**config.mk**
```make
export PLATFORM = sky130hd
export DESIGN_NAME = muldiv_sequencer_flat
export DESIGN_NICKNAME = d
export VERILOG_FILES = /design/src/rtl/alu_pkg.sv /design/src/rtl/muldiv_sequencer_if.sv /design/src/rtl/muldiv_iter_datapath.sv /design/src/rtl/muldiv_sequencer.sv /design/src/flat_wrapper.sv
export SDC_FILE = /design/constraint.sdc
export NUM_CORES = 1
export LEC_CHECK = 0
export ABC_AREA = 0
export ABC_CLOCK_PERIOD_IN_PS = 6100
export BUFFER_PORTS_ARGS = -buffer_cell sky130_fd_sc_hd__buf_2
export CORE_UTILIZATION = 35
export CTS_BUF_LIST = sky130_fd_sc_hd__clkbuf_4 sky130_fd_sc_hd__clkbuf_8
export DETAILED_ROUTE_END_ITERATION = 12
export PLACE_DENSITY = 0.62
export SETUP_SLACK_MARGIN = 0.02
export SKIP_LAST_GASP = 1
export SYNTH_ARGS = -nofsm -noshare
export SYNTH_HDL_FRONTEND = slang
export SYNTH_HIERARCHICAL = 1
export SYNTH_SLANG_ARGS = --single-unit
export TNS_END_PERCENT = 20
```
**constraint.sdc**
```tcl
create_clock -name clk -period 6.1 [get_ports clk]
set_clock_uncertainty 0.05 [all_clocks]
set_input_delay 1.22 -clock clk [delete_from_list [all_inputs] [get_ports clk]]
set_output_delay 1.22 -clock clk [all_outputs]
set_load 0.01 [all_outputs]
```
**src/rtl/alu_pkg.sv**
```systemverilog
// Shared ALU/M-extension definitions: opcodes, sequencer state encoding, operand width
// and opcode classification helpers used by the EX-stage units.
package alu_pkg;

    localparam int XLEN_DEF = 32;

    localparam logic [4:0] OP_ADD    = 5'd0;
    localparam logic [4:0] OP_SUB    = 5'd1;
    localparam logic [4:0] OP_SLL    = 5'd2;
    localparam logic [4:0] OP_SLT    = 5'd3;
    localparam logic [4:0] OP_SLTU   = 5'd4;
    localparam logic [4:0] OP_XOR    = 5'd5;
    localparam logic [4:0] OP_SRL    = 5'd6;
    localparam logic [4:0] OP_SRA    = 5'd7;
    localparam logic [4:0] OP_OR     = 5'd8;
    localparam logic [4:0] OP_AND    = 5'd9;
    localparam logic [4:0] OP_MUL    = 5'd10;
    localparam logic [4:0] OP_MULH   = 5'd11;
    localparam logic [4:0] OP_MULHSU = 5'd12;
    localparam logic [4:0] OP_MULHU  = 5'd13;
    localparam logic [4:0] OP_DIV    = 5'd14;
    localparam logic [4:0] OP_DIVU   = 5'd15;
    localparam logic [4:0] OP_REM    = 5'd16;
    localparam logic [4:0] OP_REMU   = 5'd17;

    localparam logic [1:0] ST_IDLE = 2'd0;
    localparam logic [1:0] ST_BUSY = 2'd1;
    localparam logic [1:0] ST_DONE = 2'd2;

    typedef enum logic [1:0] {
        S_IDLE = ST_IDLE,
        S_BUSY = ST_BUSY,
        S_DONE = ST_DONE
    } muldiv_state_e;

    function automatic logic is_m_op(input logic [4:0] op);
        return (op >= OP_MUL) && (op <= OP_REMU);
    endfunction

    function automatic logic is_div_op(input logic [4:0] op);
        return (op >= OP_DIV) && (op <= OP_REMU);
    endfunction

    // MUL keeps unsigned magnitudes: its low product half is sign-agnostic.
    function automatic logic rs1_signed(input logic [4:0] op);
        logic s;
        case (op)
            OP_MULH, OP_MULHSU, OP_DIV, OP_REM: s = 1'b1;
            default:                            s = 1'b0;
        endcase
        return s;
    endfunction

    function automatic logic rs2_signed(input logic [4:0] op);
        logic s;
        case (op)
            OP_MULH, OP_DIV, OP_REM: s = 1'b1;
            default:                 s = 1'b0;
        endcase
        return s;
    endfunction

endpackage

```
**src/rtl/muldiv_sequencer_if.sv**
```systemverilog
// EX-stage request/response bundle between the pipeline control and the M-extension sequencer.
interface muldiv_sequencer_if #(parameter int XLEN = alu_pkg::XLEN_DEF);

    logic            start;
    logic [4:0]      opcode;
    logic [XLEN-1:0] data1;
    logic [XLEN-1:0] data2;
    logic            flush;
    logic            ready;
    logic            stall;
    logic            result_valid;
    logic [XLEN-1:0] result;

    modport master (
        output start, opcode, data1, data2, flush,
        input  ready, stall, result_valid, result
    );

    modport slave (
        input  start, opcode, data1, data2, flush,
        output ready, stall, result_valid, result
    );

endinterface

```
**src/rtl/muldiv_iter_datapath.sv**
```systemverilog
// One radix-2 step: shift-add multiply ({hi,lo} shifted right) or restoring divide
// ({remainder,quotient} shifted left) on unsigned magnitudes.
module muldiv_iter_datapath #(
    parameter int XLEN = 32
) (
    input  logic              is_div,
    input  logic [2*XLEN-1:0] acc,
    input  logic [XLEN-1:0]   operand,
    output logic [2*XLEN-1:0] acc_next
);

    logic [XLEN:0]   mul_sum_s;
    logic [XLEN:0]   div_hi_s;
    logic [XLEN-1:0] div_diff_s;
    logic            div_ge_s;

    // Single iteration of either algorithm, selected by is_div.
    always_comb begin
        mul_sum_s  = {1'b0, acc[2*XLEN-1:XLEN]};
        if (acc[0]) begin
            mul_sum_s = {1'b0, acc[2*XLEN-1:XLEN]} + {1'b0, operand};
        end else begin
            mul_sum_s = {1'b0, acc[2*XLEN-1:XLEN]};
        end
        // Shifted partial remainder can reach 2*divisor-1, hence the extra top bit.
        div_hi_s   = acc[2*XLEN-1:XLEN-1];
        div_ge_s   = (div_hi_s >= {1'b0, operand});
        div_diff_s = div_hi_s[XLEN-1:0] - operand;
        if (is_div) begin
            if (div_ge_s) begin
                acc_next = {div_diff_s, acc[XLEN-2:0], 1'b1};
            end else begin
                acc_next = {div_hi_s[XLEN-1:0], acc[XLEN-2:0], 1'b0};
            end
        end else begin
            acc_next = {mul_sum_s, acc[XLEN-1:1]};
        end
    end

endmodule

```
**src/rtl/muldiv_sequencer.sv**
```systemverilog
// RV32M multi-cycle sequencer: IDLE/BUSY/DONE control, operand sign handling, fast paths.
// Build option MULDIV_FAST_MUL_EN: multiplies use a single-cycle multiplier (IDLE->DONE).
module muldiv_sequencer
    import alu_pkg::*;
#(
    parameter int XLEN = XLEN_DEF
) (
    input  logic              clk,
    input  logic              reset,
    muldiv_sequencer_if.slave bus
);

    localparam logic [5:0]      LAST_ITER = 6'(XLEN - 1);
    localparam logic [XLEN-1:0] INT_MIN   = {1'b1, {(XLEN-1){1'b0}}};

    muldiv_state_e     state_r, next_state_s;
    logic [5:0]        cnt_r;
    logic [2*XLEN-1:0] acc_r, acc_next_s, init_acc_s, prod_s;
    logic [XLEN-1:0]   operand_r, init_operand_s;
    logic [XLEN-1:0]   mag1_s, mag2_s, quo_s, rem_s;
    logic [XLEN-1:0]   result_r, fast_result_s, final_result_s, fast_mul_result_s;
    logic [4:0]        op_r;
    logic              sign1_r, sign2_r, sign1_s, sign2_s;
    logic              accept_s, fast_s, fast_mul_s, last_iter_s;

    muldiv_iter_datapath #(.XLEN(XLEN)) u_datapath (
        .is_div   (is_div_op(op_r)),
        .acc      (acc_r),
        .operand  (operand_r),
        .acc_next (acc_next_s)
    );

`ifdef MULDIV_FAST_MUL_EN
    logic [2*XLEN-1:0] fm_a_s, fm_b_s, fm_prod_s;

    // Sign/zero-extend both operands so one 2*XLEN product serves all four multiplies.
    always_comb begin
        fm_a_s     = {{XLEN{rs1_signed(bus.opcode) & bus.data1[XLEN-1]}}, bus.data1};
        fm_b_s     = {{XLEN{rs2_signed(bus.opcode) & bus.data2[XLEN-1]}}, bus.data2};
        fm_prod_s  = fm_a_s * fm_b_s;
        fast_mul_s = ~is_div_op(bus.opcode);
        if (bus.opcode == OP_MUL) begin
            fast_mul_result_s = fm_prod_s[XLEN-1:0];
        end else begin
            fast_mul_result_s = fm_prod_s[2*XLEN-1:XLEN];
        end
    end
`else
    assign fast_mul_s        = 1'b0;
    assign fast_mul_result_s = {XLEN{1'b0}};
`endif

    // Operand magnitudes and datapath seed for the request on the bus.
    always_comb begin
        sign1_s = rs1_signed(bus.opcode) & bus.data1[XLEN-1];
        sign2_s = rs2_signed(bus.opcode) & bus.data2[XLEN-1];
        if (sign1_s) begin
            mag1_s = -bus.data1;
        end else begin
            mag1_s = bus.data1;
        end
        if (sign2_s) begin
            mag2_s = -bus.data2;
        end else begin
            mag2_s = bus.data2;
        end
        if (is_div_op(bus.opcode)) begin
            init_acc_s     = {{XLEN{1'b0}}, mag1_s};
            init_operand_s = mag2_s;
        end else begin
            init_acc_s     = {{XLEN{1'b0}}, mag2_s};
            init_operand_s = mag1_s;
        end
    end

    // Requests that complete without iterating: divide by zero, signed overflow, fast multiply.
    always_comb begin
        fast_s        = 1'b0;
        fast_result_s = {XLEN{1'b0}};
        if (is_div_op(bus.opcode) && (bus.data2 == {XLEN{1'b0}})) begin
            fast_s = 1'b1;
            case (bus.opcode)
                OP_DIV, OP_DIVU: fast_result_s = {XLEN{1'b1}};
                default:         fast_result_s = bus.data1;
            endcase
        end else if (((bus.opcode == OP_DIV) || (bus.opcode == OP_REM)) &&
                     (bus.data1 == INT_MIN) && (bus.data2 == {XLEN{1'b1}})) begin
            fast_s = 1'b1;
            if (bus.opcode == OP_DIV) begin
                fast_result_s = INT_MIN;
            end else begin
                fast_result_s = {XLEN{1'b0}};
            end
        end else if (fast_mul_s) begin
            fast_s        = 1'b1;
            fast_result_s = fast_mul_result_s;
        end else begin
            fast_s        = 1'b0;
            fast_result_s = {XLEN{1'b0}};
        end
    end

    // Sign fix-up of the final iteration's accumulator.
    always_comb begin
        quo_s = acc_next_s[XLEN-1:0];
        rem_s = acc_next_s[2*XLEN-1:XLEN];
        if (sign1_r ^ sign2_r) begin
            prod_s = -acc_next_s;
        end else begin
            prod_s = acc_next_s;
        end
        case (op_r)
            OP_MUL:                        final_result_s = prod_s[XLEN-1:0];
            OP_MULH, OP_MULHSU, OP_MULHU:  final_result_s = prod_s[2*XLEN-1:XLEN];
            OP_DIV, OP_DIVU:               final_result_s = (sign1_r ^ sign2_r) ? -quo_s : quo_s;
            OP_REM, OP_REMU:               final_result_s = sign1_r ? -rem_s : rem_s;
            default:                       final_result_s = {XLEN{1'b0}};
        endcase
    end

    // Next-state decode; FLUSH beats START in IDLE and aborts BUSY/DONE.
    always_comb begin
        next_state_s = state_r;
        accept_s     = 1'b0;
        last_iter_s  = 1'b0;
        case (state_r)
            S_IDLE: begin
                if (!bus.flush && bus.start && is_m_op(bus.opcode)) begin
                    accept_s = 1'b1;
                    if (fast_s) begin
                        next_state_s = S_DONE;
                    end else begin
                        next_state_s = S_BUSY;
                    end
                end else begin
                    next_state_s = S_IDLE;
                end
            end
            S_BUSY: begin
                if (bus.flush) begin
                    next_state_s = S_IDLE;
                end else if (cnt_r == LAST_ITER) begin
                    last_iter_s  = 1'b1;
                    next_state_s = S_DONE;
                end else begin
                    next_state_s = S_BUSY;
                end
            end
            S_DONE:  next_state_s = S_IDLE;
            default: next_state_s = S_IDLE;
        endcase
    end

    // State register.
    always_ff @(posedge clk) begin
        if (reset) begin
            state_r <= S_IDLE;
        end else begin
            state_r <= next_state_s;
        end
    end

    // Operand latch, iteration state and result register.
    always_ff @(posedge clk) begin
        if (reset) begin
            acc_r     <= {(2*XLEN){1'b0}};
            operand_r <= {XLEN{1'b0}};
            cnt_r     <= 6'd0;
            op_r      <= 5'd0;
            sign1_r   <= 1'b0;
            sign2_r   <= 1'b0;
            result_r  <= {XLEN{1'b0}};
        end else if (accept_s) begin
            acc_r     <= init_acc_s;
            operand_r <= init_operand_s;
            cnt_r     <= 6'd0;
            op_r      <= bus.opcode;
            sign1_r   <= sign1_s;
            sign2_r   <= sign2_s;
            if (fast_s) begin
                result_r <= fast_result_s;
            end else begin
                result_r <= result_r;
            end
        end else if ((state_r == S_BUSY) && !bus.flush) begin
            acc_r <= acc_next_s;
            cnt_r <= cnt_r + 6'd1;
            if (last_iter_s) begin
                result_r <= final_result_s;
            end else begin
                result_r <= result_r;
            end
        end else begin
            result_r <= result_r;
        end
    end

    assign bus.ready        = (state_r == S_IDLE);
    assign bus.stall        = (state_r == S_BUSY) | accept_s;
    assign bus.result_valid = (state_r == S_DONE) & ~bus.flush;
    assign bus.result       = result_r;

endmodule

```
**src/flat_wrapper.sv**
```systemverilog
// flat-port wrapper written by rule: the top's interface ports become plain ports
module muldiv_sequencer_flat import alu_pkg::*;
#(
    parameter int XLEN = XLEN_DEF
)
  (clk, reset, bus_start, bus_opcode, bus_data1, bus_data2, bus_flush, bus_ready, bus_stall, bus_result_valid, bus_result);
  muldiv_sequencer_if #(.XLEN(XLEN)) bus_i ();
  input  logic clk;
  input  logic reset;
  input wire logic [$bits(bus_i.start)-1:0] bus_start;
  input wire logic [$bits(bus_i.opcode)-1:0] bus_opcode;
  input wire logic [$bits(bus_i.data1)-1:0] bus_data1;
  input wire logic [$bits(bus_i.data2)-1:0] bus_data2;
  input wire logic [$bits(bus_i.flush)-1:0] bus_flush;
  output wire logic [$bits(bus_i.ready)-1:0] bus_ready;
  output wire logic [$bits(bus_i.stall)-1:0] bus_stall;
  output wire logic [$bits(bus_i.result_valid)-1:0] bus_result_valid;
  output wire logic [$bits(bus_i.result)-1:0] bus_result;
  assign bus_i.start = bus_start;
  assign bus_i.opcode = bus_opcode;
  assign bus_i.data1 = bus_data1;
  assign bus_i.data2 = bus_data2;
  assign bus_i.flush = bus_flush;
  assign bus_ready = bus_i.ready;
  assign bus_stall = bus_i.stall;
  assign bus_result_valid = bus_i.result_valid;
  assign bus_result = bus_i.result;
  muldiv_sequencer #(.XLEN(XLEN)) u_core (.clk(clk), .reset(reset), .bus(bus_i));
endmodule
```
### Yosys cells after proc, flatten, opt, wreduce, memory -nomap -nowiden

Index checks and enable logic that the tools add are counted.

* flip-flop bits (word level): 143
* bits of input ports: 73
* output and inout port bits: 35

* add/sub/neg operators: 8
* order comparisons: 6
* eq/ne operators: 19
* multiplexer cells: 35
* bitwise operators: 6
* reductions and logical operators: 23

Operator list (count)
* 32-bit two-way mux: 14
* 64-bit two-way mux: 5
* 32-bit negation: 4
* 32-bit case mux with 4 select lines: 1
* 32-bit equality test, second input constant: 2
* 64-bit negation: 1
* 5-bit by 4-bit equality test with 1-bit output, second input constant: 10
* 32-bit by 32-bit adder with 33-bit output: 1
* 33-bit by 32-bit >= comparator with 1-bit output: 1
* 33-bit two-way mux: 1
* 32-bit zero test: 1
* 32-bit subtractor: 1
* 5-bit equality test, second input constant: 3
* 5-bit by 4-bit >= comparator with 1-bit output, second input constant: 3
* 5-bit <= comparator, second input constant: 2
* 1-bit logical AND: 9
* 1-bit two-way mux: 9
* 2-bit two-way mux: 4
* 2-bit OR reduction: 4
* 6-bit by 1-bit adder with 6-bit output, second input constant: 1
* 6-bit by 5-bit equality test with 1-bit output, second input constant: 1
* 3-bit OR reduction: 2
* 2-bit case mux with 2 select lines: 1
* 2-bit nonzero test: 2
* other kinds (12): 14

### Depth between registers and ports, before layout

Gate-level depths: netlist (run 1).

* word-level depth: 9
* mapped depth: 23
* mapped depth without buffers: 20

### By module

Netlist (run 1), hierarchy kept.

Modules (own cells, without submodules)
* muldiv_sequencer: instances 1, cells each 1531, area each 11016.8 µm², seq. area each 2862.7 µm²
* muldiv_iter_datapath: instances 1, cells each 731, area each 4982.3 µm², seq. area each 0.0 µm²

### Least setup slack after synthesis (run 1)

OpenSTA, ideal clock, no wires.

* path kind: flip-flop to flip-flop
* start: register u_core.operand_r[13]
* end: register u_core.result_r[31], in the netlist u_core/bus.result[31]
* arrival time: 4971 ps
* path slack: 947 ps
* stages on the path, launching flop included: 23
* buffers on the path: 4
* period minus slack after synthesis: 5153 ps
* cells stage by stage: dfxtp_1 > inv_1 > ha_1 > buf_2 > and4_1 > and3_1 > and3_1 > a21boi_2 > nor3b_1 > a221o_1 > a211oi_4 > buf_6 > mux2i_1 > a21oi_1 > clkbuf_1 > or4_4 > or4_1 > buf_2 > nor4_4 > a311oi_1 > a31o_1 > o311ai_1 > a21oi_1

* longest elaborated chain between the ends: 9
* elaborated cells between the ends (all ways): 16
* classes of those cells: add/sub (5); order compare (1); mux (10)

Ends and longest elaborated chain
* from (decl): RTL line muldiv_sequencer.sv:19 `logic [XLEN-1:0] operand_r, init_operand_s;`
* from (signal assigned): RTL line muldiv_sequencer.sv:167 `operand_r <= {XLEN{1'b0}};`
* from (signal assigned): RTL line muldiv_sequencer.sv:175 `operand_r <= init_operand_s;`
* 33-bit by 32-bit >= comparator with 1-bit output (*): RTL line muldiv_iter_datapath.sv:27 `div_ge_s = (div_hi_s >= {1'b0, operand});`
* 64-bit two-way mux (*): RTL line muldiv_iter_datapath.sv:30 `if (div_ge_s) begin`
* 64-bit two-way mux (*): RTL line muldiv_iter_datapath.sv:29 `if (is_div) begin`
* named net u_core.acc_next_s[36]: RTL line muldiv_sequencer.sv:18 `logic [2*XLEN-1:0] acc_r, acc_next_s, init_acc_s, prod_s;`
* 64-bit negation or 32-bit negation (tied branches): RTL line muldiv_sequencer.sv:108, muldiv_sequencer.sv:116
* 64-bit two-way mux or 32-bit two-way mux (tied branches): RTL line muldiv_sequencer.sv:107, muldiv_sequencer.sv:116
* 32-bit case mux with 4 select lines (*): RTL line muldiv_sequencer.sv:112 `case (op_r)`
* 32-bit two-way mux (*): RTL line muldiv_sequencer.sv:188 `if (last_iter_s) begin`
* 32-bit two-way mux (*): RTL line muldiv_sequencer.sv:185 `end else if ((state_r == S_BUSY) && !bus.flush) begin`
* 32-bit two-way mux (*): RTL line muldiv_sequencer.sv:173 `end else if (accept_s) begin`
* to (signal assigned): RTL line muldiv_sequencer.sv:172 `result_r <= {XLEN{1'b0}};`
* to (signal assigned): RTL line muldiv_sequencer.sv:189 `result_r <= final_result_s;`
* to (signal assigned): RTL line muldiv_sequencer.sv:191 `result_r <= result_r;`
* to (decl): RTL line muldiv_sequencer.sv:21 `logic [XLEN-1:0] result_r, fast_result_s, final_result_s, fast_mul_result_s;`

Mark *: on every way through the listed nets, which the timed path passes. The rest lies on a longest branch. The select of a mux whose other input is x is not followed.
A chain may end at the register's enable or synchronous reset.

### Worst setup path after layout (run 1)

* start: register u_core.operand_r[1]
* end: register u_core.result_r[11], in the netlist u_core/bus.result[11]

* longest elaborated chain between the ends: 9
* elaborated cells between the ends (all ways): 16
* classes of those cells: add/sub (5); order compare (1); mux (10)

Ends and longest elaborated chain (RTL line)
* 32-bit by 32-bit adder with 33-bit output or 33-bit by 32-bit >= comparator with 1-bit output (tied branches): muldiv_iter_datapath.sv:21, muldiv_iter_datapath.sv:27
* 33-bit two-way mux or 64-bit two-way mux (tied branches): muldiv_iter_datapath.sv:20, muldiv_iter_datapath.sv:30
* 64-bit two-way mux (*): muldiv_iter_datapath.sv:29
* named net u_core.acc_next_s[32]: muldiv_sequencer.sv:18
* 64-bit negation or 32-bit negation (tied branches): muldiv_sequencer.sv:108, muldiv_sequencer.sv:116
* 64-bit two-way mux or 32-bit two-way mux (tied branches): muldiv_sequencer.sv:107, muldiv_sequencer.sv:116
* 32-bit case mux with 4 select lines (*): muldiv_sequencer.sv:112
* 32-bit two-way mux (*): muldiv_sequencer.sv:188
* 32-bit two-way mux (*): muldiv_sequencer.sv:185
* 32-bit two-way mux (*): muldiv_sequencer.sv:173

Marked as above.

==> results of run 1 <==
-- path summary, 6_finish.rpt --
| check | end | from | slack (ns) |
|---|---|---|---|
| hold / removal | u_core/bus.result[31] | u_core/bus.result[31] | 0.43 |
| hold reg to reg | u_core/bus.result[31] | u_core/bus.result[31] | 0.43 |
| setup reg to reg | u_core/bus.result[11] | u_core/operand_r[1] | 0.28 |
| setup / recovery | u_core/bus.result[11] | u_core/operand_r[1] | 0.28 |
-- power by group through the flow --
stage / registers [mW] / clock network [mW] / logic, mW
finish: 0.962 / 0.743 / 1.04
global route: 0.964 / 0.789 / 1.09
CTS: 0.961 / 0.758 / 0.985
detailed placement: 0.983 / 0 / 0.980
global placement: 0.983 / 0 / 0.982
floorplan: 0.978 / 0 / 0.623
-- worst max-delay path: stages (launching register included) --
cell                        delay, ns
sky130_fd_sc_hd__dfxtp_1         0.42
sky130_fd_sc_hd__inv_1           0.11
sky130_fd_sc_hd__ha_1            0.31
sky130_fd_sc_hd__nand2b_1        0.09
sky130_fd_sc_hd__a21oi_1         0.27
sky130_fd_sc_hd__o2111ai_1       0.24
sky130_fd_sc_hd__a21boi_2        0.19
sky130_fd_sc_hd__nor3b_1         0.08
sky130_fd_sc_hd__a221o_2         0.48
sky130_fd_sc_hd__a211oi_2        0.56
sky130_fd_sc_hd__buf_4           0.27
sky130_fd_sc_hd__a311oi_1        0.15
sky130_fd_sc_hd__buf_4           0.18
sky130_fd_sc_hd__or3_1           0.43
sky130_fd_sc_hd__or4_1           0.60
sky130_fd_sc_hd__o31ai_1         0.29
sky130_fd_sc_hd__xor2_1          0.29
sky130_fd_sc_hd__o221ai_1        0.16
sky130_fd_sc_hd__a21oi_1         0.39
sky130_fd_sc_hd__o21ai_0         0.14
-- cell type report --
class,count,share of cell area
multi-input combinational,1885,0.6738
sequential,143,0.1576
timing repair buffer,261,0.09313
tap,592,0.04078
inverter,73,0.01509
clock buffer,19,0.01440
clock inverter,13,0.004960
antenna,2,0.0002755
-- synth_stat cells (all sizes together), types with 35 or more instances --
master,n
buf,35
mux2i,51
nand4,36
o21ai,111
xnor2,92
inv,72
nor2,215
xor2,99
nand3,59
mux2,42
a211oi,46
ha,70
nand2,286
a31oi,42
clkbuf,127
dfxtp,143
a21oi,208
nor3,70
nor4,42
-- state kept, by name, summed over array words and instances, names as in the netlist --
signal,count
u_core/sign2_r,1
u_core/bus.result,32
u_core/op_r,5
u_core/operand_r,32
u_core/cnt_r,6
u_core/state_r,2
u_core/sign1_r,1
u_core/acc_r,64
-- stage by stage --
step,util,hold slack [ns]
5_1_grt,0.4071,0.4559
4_1_cts,0.4063,0.4219
2_1_floorplan,-,0.3935
3_3_place_gp,0.3984,0.4113
6_report,0.4072,0.4267
3_5_place_dp,0.3984,0.4052
-- what timing repair did --
action | CTS | global route
resized for setup | 0 | 1
endpoints found under the hold margin | 0 | 0
endpoints found under the setup margin | 0 | 19
setup buffers | 0 | 3
-- routing by layer --
metal | vias to the layer above | global-route usage | wire length, um
met5 | - | 0 | 10
met2 | 1110 | 0.4972 | 33320
met1 | 8857 | 0.4194 | 31420
met4 | 2 | 0.1437 | 3526
li1 | 8499 | - | -
met3 | 173 | 0.07216 | 7907
-- cell families after synthesis --
logic type / count (synthesis)
AOI/OAI and AO/OA: 676
DFF: 143
muxes: 93
adders and majority gates: 72
buffers and inverters: 235
and+or+nand+nor: 852
xor gates and xnor gates: 191
==> results by stage, run 1 <==
Run status:
- The run finished with clean final reports.

Clock network:
- Clock tree synthesis inserted a total of 17 buffers.
- The root buffer selected by CTS is sky130_fd_sc_hd__clkbuf_8.
- In this run the deepest clock path goes through 2 buffers.
- The clock net sink count is 143.
- The maximum level of the CTS H-tree is 4.
- The clock transition at the registers of the reported paths is 0.10 ns.
- TritonCTS built the clock tree.
- For the worst-skew pair, the clock arrives at the later sink with an insertion delay of approximately 0.52 ns.
- The hold buffer count at CTS is 0.

Floorplanning:
- The initial utilization of the core area, before any placement, comes to 0.3587.
- The total core area is around 0.045 mm^2.
- The height of the chip is approximately 220 um.
- The die outline area is around 0.047 mm^2.
- After floorplanning, the core was divided into slightly below 80 placement rows.
- The horizontal extent of the die is roughly 220 um.
- The number of top-level pins is 108.

Worst setup path:
- The worst setup path is launched from a register.
- The worst setup path is captured at a register.
- At the worst endpoint, the required time is 6.44 ns.
- Measured in cells, the most critical reg-to-reg path has a length of 19.
- The critical-path maximum fanout is 8.
- For the worst setup path, the data arrival time is around 6 ns.
- The category of the critical setup timing path is reg2reg.

Global route:
- The via count of the first global-routing pass is approximately 17000.
- Entering global routing, the biggest net connects between 60 and 70 pins.
- The total overflow left after global routing is 0.
- The first global-routing pass estimated between 100 and 150 mm of wire.
- The initial antenna violation count is 1.
- For this run, the total global-route usage over all layers was measured as 0.3199.

Route:
- The remaining antenna violation count after routing is 0.
- After the first detailed-routing iteration, the DRC count stood at roughly 2400.
- The average wire per cell in the routed design is approximately 25 um.
- In the routed design, unresolved DRC markers number 0.
- The detailed router placed ~19000 vias in this run.
- The final wirelength is 76.18 mm.
- The number of detailed-routing iterations run before antenna repair is 6.
- The via count normalized by instance count is ~6.2.

Logic synthesis:
- Of the post-synthesis cell area, the dominant cell type holds 0.1789.
- The synthesized flop and latch total is between 100 and 150.
- The total standard cell area after synthesis is 0.01600 mm^2.
- The distinct cell type count after synthesis is 93.
- Of all flip-flops after synthesis, the portion carrying an async set or reset was 0.
- The area share of fa/ha/maj cells after synthesis is 0.05725.
- Of the total synthesized cell area, the portion taken by XOR and XNOR cells is 0.1046.
- The total nets after synthesis is ~2400.
- After synthesis, the share of cell area in mux cells is 0.06147.
- The post-synthesis average cell area is 7.073 um^2.
- Of the total synthesized cell area, the portion taken by AND, OR, NAND and NOR gates is 0.2582.
- In this run, synthesis inferred 0 flip-flops with an integrated enable.
- Yosys attributes the largest share of cell area to sky130_fd_sc_hd__dfxtp_1, sky130_fd_sc_hd__nand2_1, sky130_fd_sc_hd__a21oi_1.
- The predominant post-synthesis flop cell is sky130_fd_sc_hd__dfxtp_1.
- The sequential area share after synthesis is 0.1789.
- The main combinational cell family by area after synthesis is compound AO/OA/AOI/OAI gates.
- The cell count after synthesis is between 2000 and 2500.
- The number of synthesis warnings is 6.
- The cell type contributing the most total cell area after synthesis is sky130_fd_sc_hd__dfxtp_1.
- The compound-gate portion of the synthesized area is 0.2779.

Timing:
- Setup repair after global routing could not meet its margin everywhere.
- The accumulated negative setup slack is 0 ns.
- The worst pin sits at a relative slew slack of 0.2062.
- Setup violations remaining at the end of the flow were counted as 0.
- The achievable frequency is about 170 MHz.
- The post-route clock period utilization is 0.9542.
- The total count of hold-check failures in the final report came to 0.
- The count of pins over their slew limit is 0.
- In the post-route analysis, the smallest setup slack over all paths is approximately 0.28 ns.
- The final period demand of the worst path is between 5 and 6 ns.
- The worst-margin pin slew is ~1.2 ns.

Pwr:
- The clock group share of total power is 0.270.
- The fraction of power consumed by combinational cells is 0.380.
- The net switching share of the total power is 0.4089.
- The share of total power in sequential cells is 0.350.
- Summed over all nets, the switching power comes to 1.124 mW.
- For this design the ratio of total power to cell area is around 150 mW/mm^2.
- Total power for the finished layout comes to between 2 and 3 mW.
- IR analysis of the VDD net gives a maximum drop of 168.1 uV.
- Internal power comes to between 1.5 and 2 mW.
- For this design the static power due to leakage is ~7.4 nW.

Cells and area:
- The share of layout cells above drive strength 1 is 0.1654.
- In the final layout, flip-flops and latches occupy approximately 0.0029 mm^2.
- The final cell count without fillers is around 3000.
- The total of fill cells in the finished design is between 4000 and 5000.
- The post-synthesis to final-layout area growth is 13.53%.
- The final layout contains about 2500 nets.
- The library cells used most frequently in the layout, excluding fill and tap cells, are sky130_fd_sc_hd__nand2_1, sky130_fd_sc_hd__nor2_1, sky130_fd_sc_hd__a21oi_1.
- Leaving out fill and tap cells, the most frequent cell in the layout is sky130_fd_sc_hd__nand2_1.
- Once layout is done, the placed cells without fillers occupy 0.01816 mm^2.
- The area occupied by multi-input gates is about 0.012 mm^2.

Min path:
- In this run the worst hold path is classified as reg2reg.
- The instance count along the most critical hold path is 2.

Place:
- The number of buffer cells added on primary ports is 107.
- Once placement finished, the instance area stood at 0.01777 mm^2.
- The sum of net half-perimeters after detailed placement is approximately 59 mm.
- The routability-driven placement congestion ratio is about 1.0.
- The instance count after placement with tap cells included is 2950.
- The worst setup slack before clock tree synthesis is ~0.26 ns.

Run:
- Across the run, the number of max-cap violations was 0.
No activity file was read; power rests on OpenSTA's default activity.
==> inputs of run 2 (changes only) <==
--- a/config.mk
+++ b/config.mk
@@ -8,6 +8,7 @@
 export ABC_AREA = 0
 export ABC_CLOCK_PERIOD_IN_PS = 6100
 export BUFFER_PORTS_ARGS = -buffer_cell sky130_fd_sc_hd__buf_2
+export CORE_MARGIN = 3
 export CORE_UTILIZATION = 35
 export CTS_BUF_LIST = sky130_fd_sc_hd__clkbuf_4 sky130_fd_sc_hd__clkbuf_8
 export DETAILED_ROUTE_END_ITERATION = 12
==> results by stage, run 2 (same netlist as run 1, synthesis figures left out) <==
Timing:
- The count of pins over their slew limit was 0 (unchanged).
- The worst setup margin is 0.1061 ns (-0.1732 ns).
- Setup repair after global routing could not meet its margin everywhere.
- The final period demand of the worst path is 5.994 ns (+0.1732 ns).
- The accumulated negative setup slack is 0 ns (unchanged).
- The worst slew slack as a fraction of its limit is 0.1418 (-0.06439).
- The total count of hold-check failures in the final report came to 0 (unchanged).
- The worst-margin pin slew is 1.274 ns (+0.08312 ns).
- The achievable frequency was 166.8 MHz (-2.9%).
- The post-route clock period utilization is 0.9826 (+0.02839).
- The final-report setup violation count is 0 (unchanged).

Place:
- The sum of net half-perimeters after detailed placement is 57.43 mm (-3.3%).
- The cell area after placement is 0.01758 mm^2 (-1.0%).
- The number of buffer cells added on primary ports is 107 (unchanged).
- The routability-driven placement congestion ratio was 1.013 (-0.44%).
- The worst setup slack before clock tree synthesis was 0.1538 ns (-0.1053 ns).

Route:
- The final wirelength is 74.17 mm (-2.6%).
- The remaining antenna violation count after routing was 0 (unchanged).
- The via count normalized by instance count is 6.274 (+0.56%).
- The number of DRC violations after detailed-routing iteration 0 came to 2636 (+12%).
- The count of unresolved DRC violations after routing was 0 (unchanged).
- The average wire per cell in the routed design came to 25.06 um (-1.7%).
- The number of detailed-routing iterations run before antenna repair is 6 (unchanged).
- The routed via count is 18570 (-0.38%).

Clock network:
- The hold buffer count at CTS was 0 (unchanged).
- The CTS tree is done.
- The clock latency on the worst-skew pair is 0.51 ns (about the same).
- CTS placed an instance of sky130_fd_sc_hd__clkbuf_8 at the clock tree root.
- The TritonCTS buffer count is 17 (unchanged).
- The maximum count of clock buffers along a single path is 2 (unchanged).
- The maximum level of the CTS H-tree came to 4 (unchanged).
- The clock net sink count came to 143 (unchanged).
- The clock transition at the registers of the reported paths is 0.09 ns (about the same).

Worst setup path:
- Broken down by cell family, the worst path's largest delay share belongs to simple AND/OR/NAND/NOR gates.
- The cell with the largest stage delay on the worst path is sky130_fd_sc_hd__or4_4.
- The worst path required time is 6.40 ns (-0.04 ns).
- The count of cells along the worst register-to-register path is 19 (unchanged).
- The combined buffer and inverter count along the critical path is 2 (-1).
- The delay contributed by the slowest stage of the critical path is 0.58 ns (-0.02 ns).
- The category of the critical setup timing path is reg2reg.
- The type of element capturing the critical path is a register.
- The worst path arrival time was 6.30 ns (+0.14 ns).
- The worst setup path is launched from a register.
- The critical-path maximum fanout is 6 (-2).
- The number of stages on the worst setup path is 19 (unchanged).
- Traced cell by cell, the critical path runs through inv_1 > ha_1 > buf_4 > a21o_1 > o21bai_1 > a211o_1 > and2_1 > nor3b_1 > a221o_1 > a211oi_2 > nand2b_1 > o221a_2 > or4_4 > or2_2 > or4_1 > o211ai_1 > o31ai_1 > a221oi_2 > o41ai_2.

Pwr:
- The peak supply drop is 137.2 uV (-18%).
- The net switching share of the total power was 0.3733 (-0.03564).
- The fraction of power consumed by combinational cells is 0.355 (-0.025).
- The net switching power came to 1.086 mW (-3.4%).
- The leakage power is 7.276 nW (-1.1%).
- The share of total power in sequential cells is 0.332 (-0.018).
- The cell-internal power is 1.823 mW (+12%).
- The post-route total power is 2.908 mW (+5.8%).
- The clock group share of total power is 0.313 (+0.043).
- The power density normalized to cell area was 160.7 mW/mm^2 (+6.2%).

Cells and area:
- The fraction of the core area covered by cells at the end of the flow is 0.4049 (-0.002277).
- The library cell used most frequently in the layout, excluding fill and tap cells, is sky130_fd_sc_hd__nand2_1.
- The post-route standard cell area excluding fillers is 0.01810 mm^2 (-0.34%).
- In the layout the commonest cells are sky130_fd_sc_hd__nand2_1, sky130_fd_sc_hd__nor2_1, sky130_fd_sc_hd__a21oi_1.
- More flip-flops sit in one register than any other, and that register is u_core/acc_r.
- The flip-flop count of the largest register after layout is 64 (unchanged).
- Relative to the synthesized area, the layout overhead comes to 13.14%.
- The number of nets in the layout is 2502 (-0.95%).
- The share of layout cells above drive strength 1 is 0.1563 (-0.009098).

Global route:
- The total congestion overflow after global routing was 0 (unchanged).
- The via count of the first global-routing pass is 17190 (-1.6%).
- The first-pass GRT wire length is 108.7 mm (-3.6%).
- The initial antenna violation count is 1 (unchanged).
- The maximum number of pins on one net before global-route repair came to 88 (+33%).
- The global-route usage over all layers is 0.2961 (-0.02373).

Min path:
- The class of the tightest hold or removal check is reg2reg.
- The instance count along the most critical hold path is 2 (unchanged).

Floorplanning:
- The number of placement rows was 77 (unchanged).
- The horizontal extent of the die came to 219.8 um (+1.9%).
- The total core area is 0.04470 mm^2 (+0.22%).
- The height of the chip is 219.8 um (+1.9%).
- The effective utilization at floorplan is 0.3579 (-0.0007730).
- The die outline area is 0.04831 mm^2 (+3.7%).
- The number of top-level pins came to 108 (unchanged).

Run status:
- The flow ran to the end, and the final reports show no timing, DRC or antenna violations.

Run:
- The number of max-cap violations is 0 (unchanged).
==> run 2: cell count changes in the layout (fill, tap and decap cells not counted), moves of 2 or more <==
cell / delta
sky130_fd_sc_hd__clkinv_4: -2
sky130_fd_sc_hd__buf_4: -25
sky130_fd_sc_hd__clkinv_2: -4
sky130_fd_sc_hd__bufinv_16: +5
==> run 2: layer usage <==
metal | vias to the layer above | track usage | wire length, um
met5 | - | 0 | 0
li1 | 8437 | - | -
met2 | 1157 | 0.4684 | 32770
met1 | 8809 | 0.3957 | 30780
met3 | 167 | 0.06481 | 7635
met4 | 0 | 0.1082 | 2989
==> run 2: final cells by class <==
type                            count  area [um^2]
Tap cell                          592        740.7
Multi-Input combinational cell   1885        12250
Antenna cell                        1        2.502
Timing Repair Buffer              237         1524
Inverter                           73        274.0
Fill cell                        4765        26600
Sequential cell                   143         2863
Clock buffer                       19        261.5
Clock inverter                     10        186.4
==> run 2: worst paths after layout <==
check	from	to	slack (ns)
max	u_core/operand_r[12]	u_core/bus.result[25]	0.11
min	u_core/op_r[0]	u_core/op_r[0]	0.43
max reg2reg	u_core/operand_r[12]	u_core/bus.result[25]	0.11
min reg2reg	u_core/op_r[0]	u_core/op_r[0]	0.43
==> run 2: what timing repair did <==
item / 4_1_cts / 5_1_grt
buffers inserted: 0 / 5
resized for setup: 0 / 3
hold endpoints to repair: 0 / 0
endpoints found under the setup margin: 0 / 20
==> run 2: power groups by stage <==
stage / sequential, mW / combinational, mW / clock, mW
finish: 0.964 / 1.03 / 0.912
floorplan: 0.978 / 0.623 / 0
detailed placement: 0.985 / 0.962 / 0
CTS: 0.963 / 0.968 / 0.925
global route: 0.966 / 1.08 / 0.961
global placement: 0.984 / 0.963 / 0
==> run 2: worst register-to-register path, stage by stage, from the launching register on <==
cell	delay [ns]
sky130_fd_sc_hd__dfxtp_1	0.37
sky130_fd_sc_hd__inv_1	0.06
sky130_fd_sc_hd__ha_1	0.28
sky130_fd_sc_hd__buf_4	0.16
sky130_fd_sc_hd__a21o_1	0.19
sky130_fd_sc_hd__o21bai_1	0.18
sky130_fd_sc_hd__a211o_1	0.28
sky130_fd_sc_hd__and2_1	0.14
sky130_fd_sc_hd__nor3b_1	0.39
sky130_fd_sc_hd__a221o_1	0.43
sky130_fd_sc_hd__a211oi_2	0.21
sky130_fd_sc_hd__nand2b_1	0.43
sky130_fd_sc_hd__o221a_2	0.46
sky130_fd_sc_hd__or4_4	0.58
sky130_fd_sc_hd__or2_2	0.37
sky130_fd_sc_hd__or4_1	0.56
sky130_fd_sc_hd__o211ai_1	0.18
sky130_fd_sc_hd__o31ai_1	0.12
sky130_fd_sc_hd__a221oi_2	0.30
sky130_fd_sc_hd__o41ai_2	0.10
==> run 2: through the flow <==
step           cells  hold WS, ns
4_1_cts         2953       0.4283
5_1_grt         2959       0.4540
2_1_floorplan   2262       0.3935
3_3_place_gp    2924       0.4139
6_report        2960       0.4253
3_5_place_dp    2924       0.4077
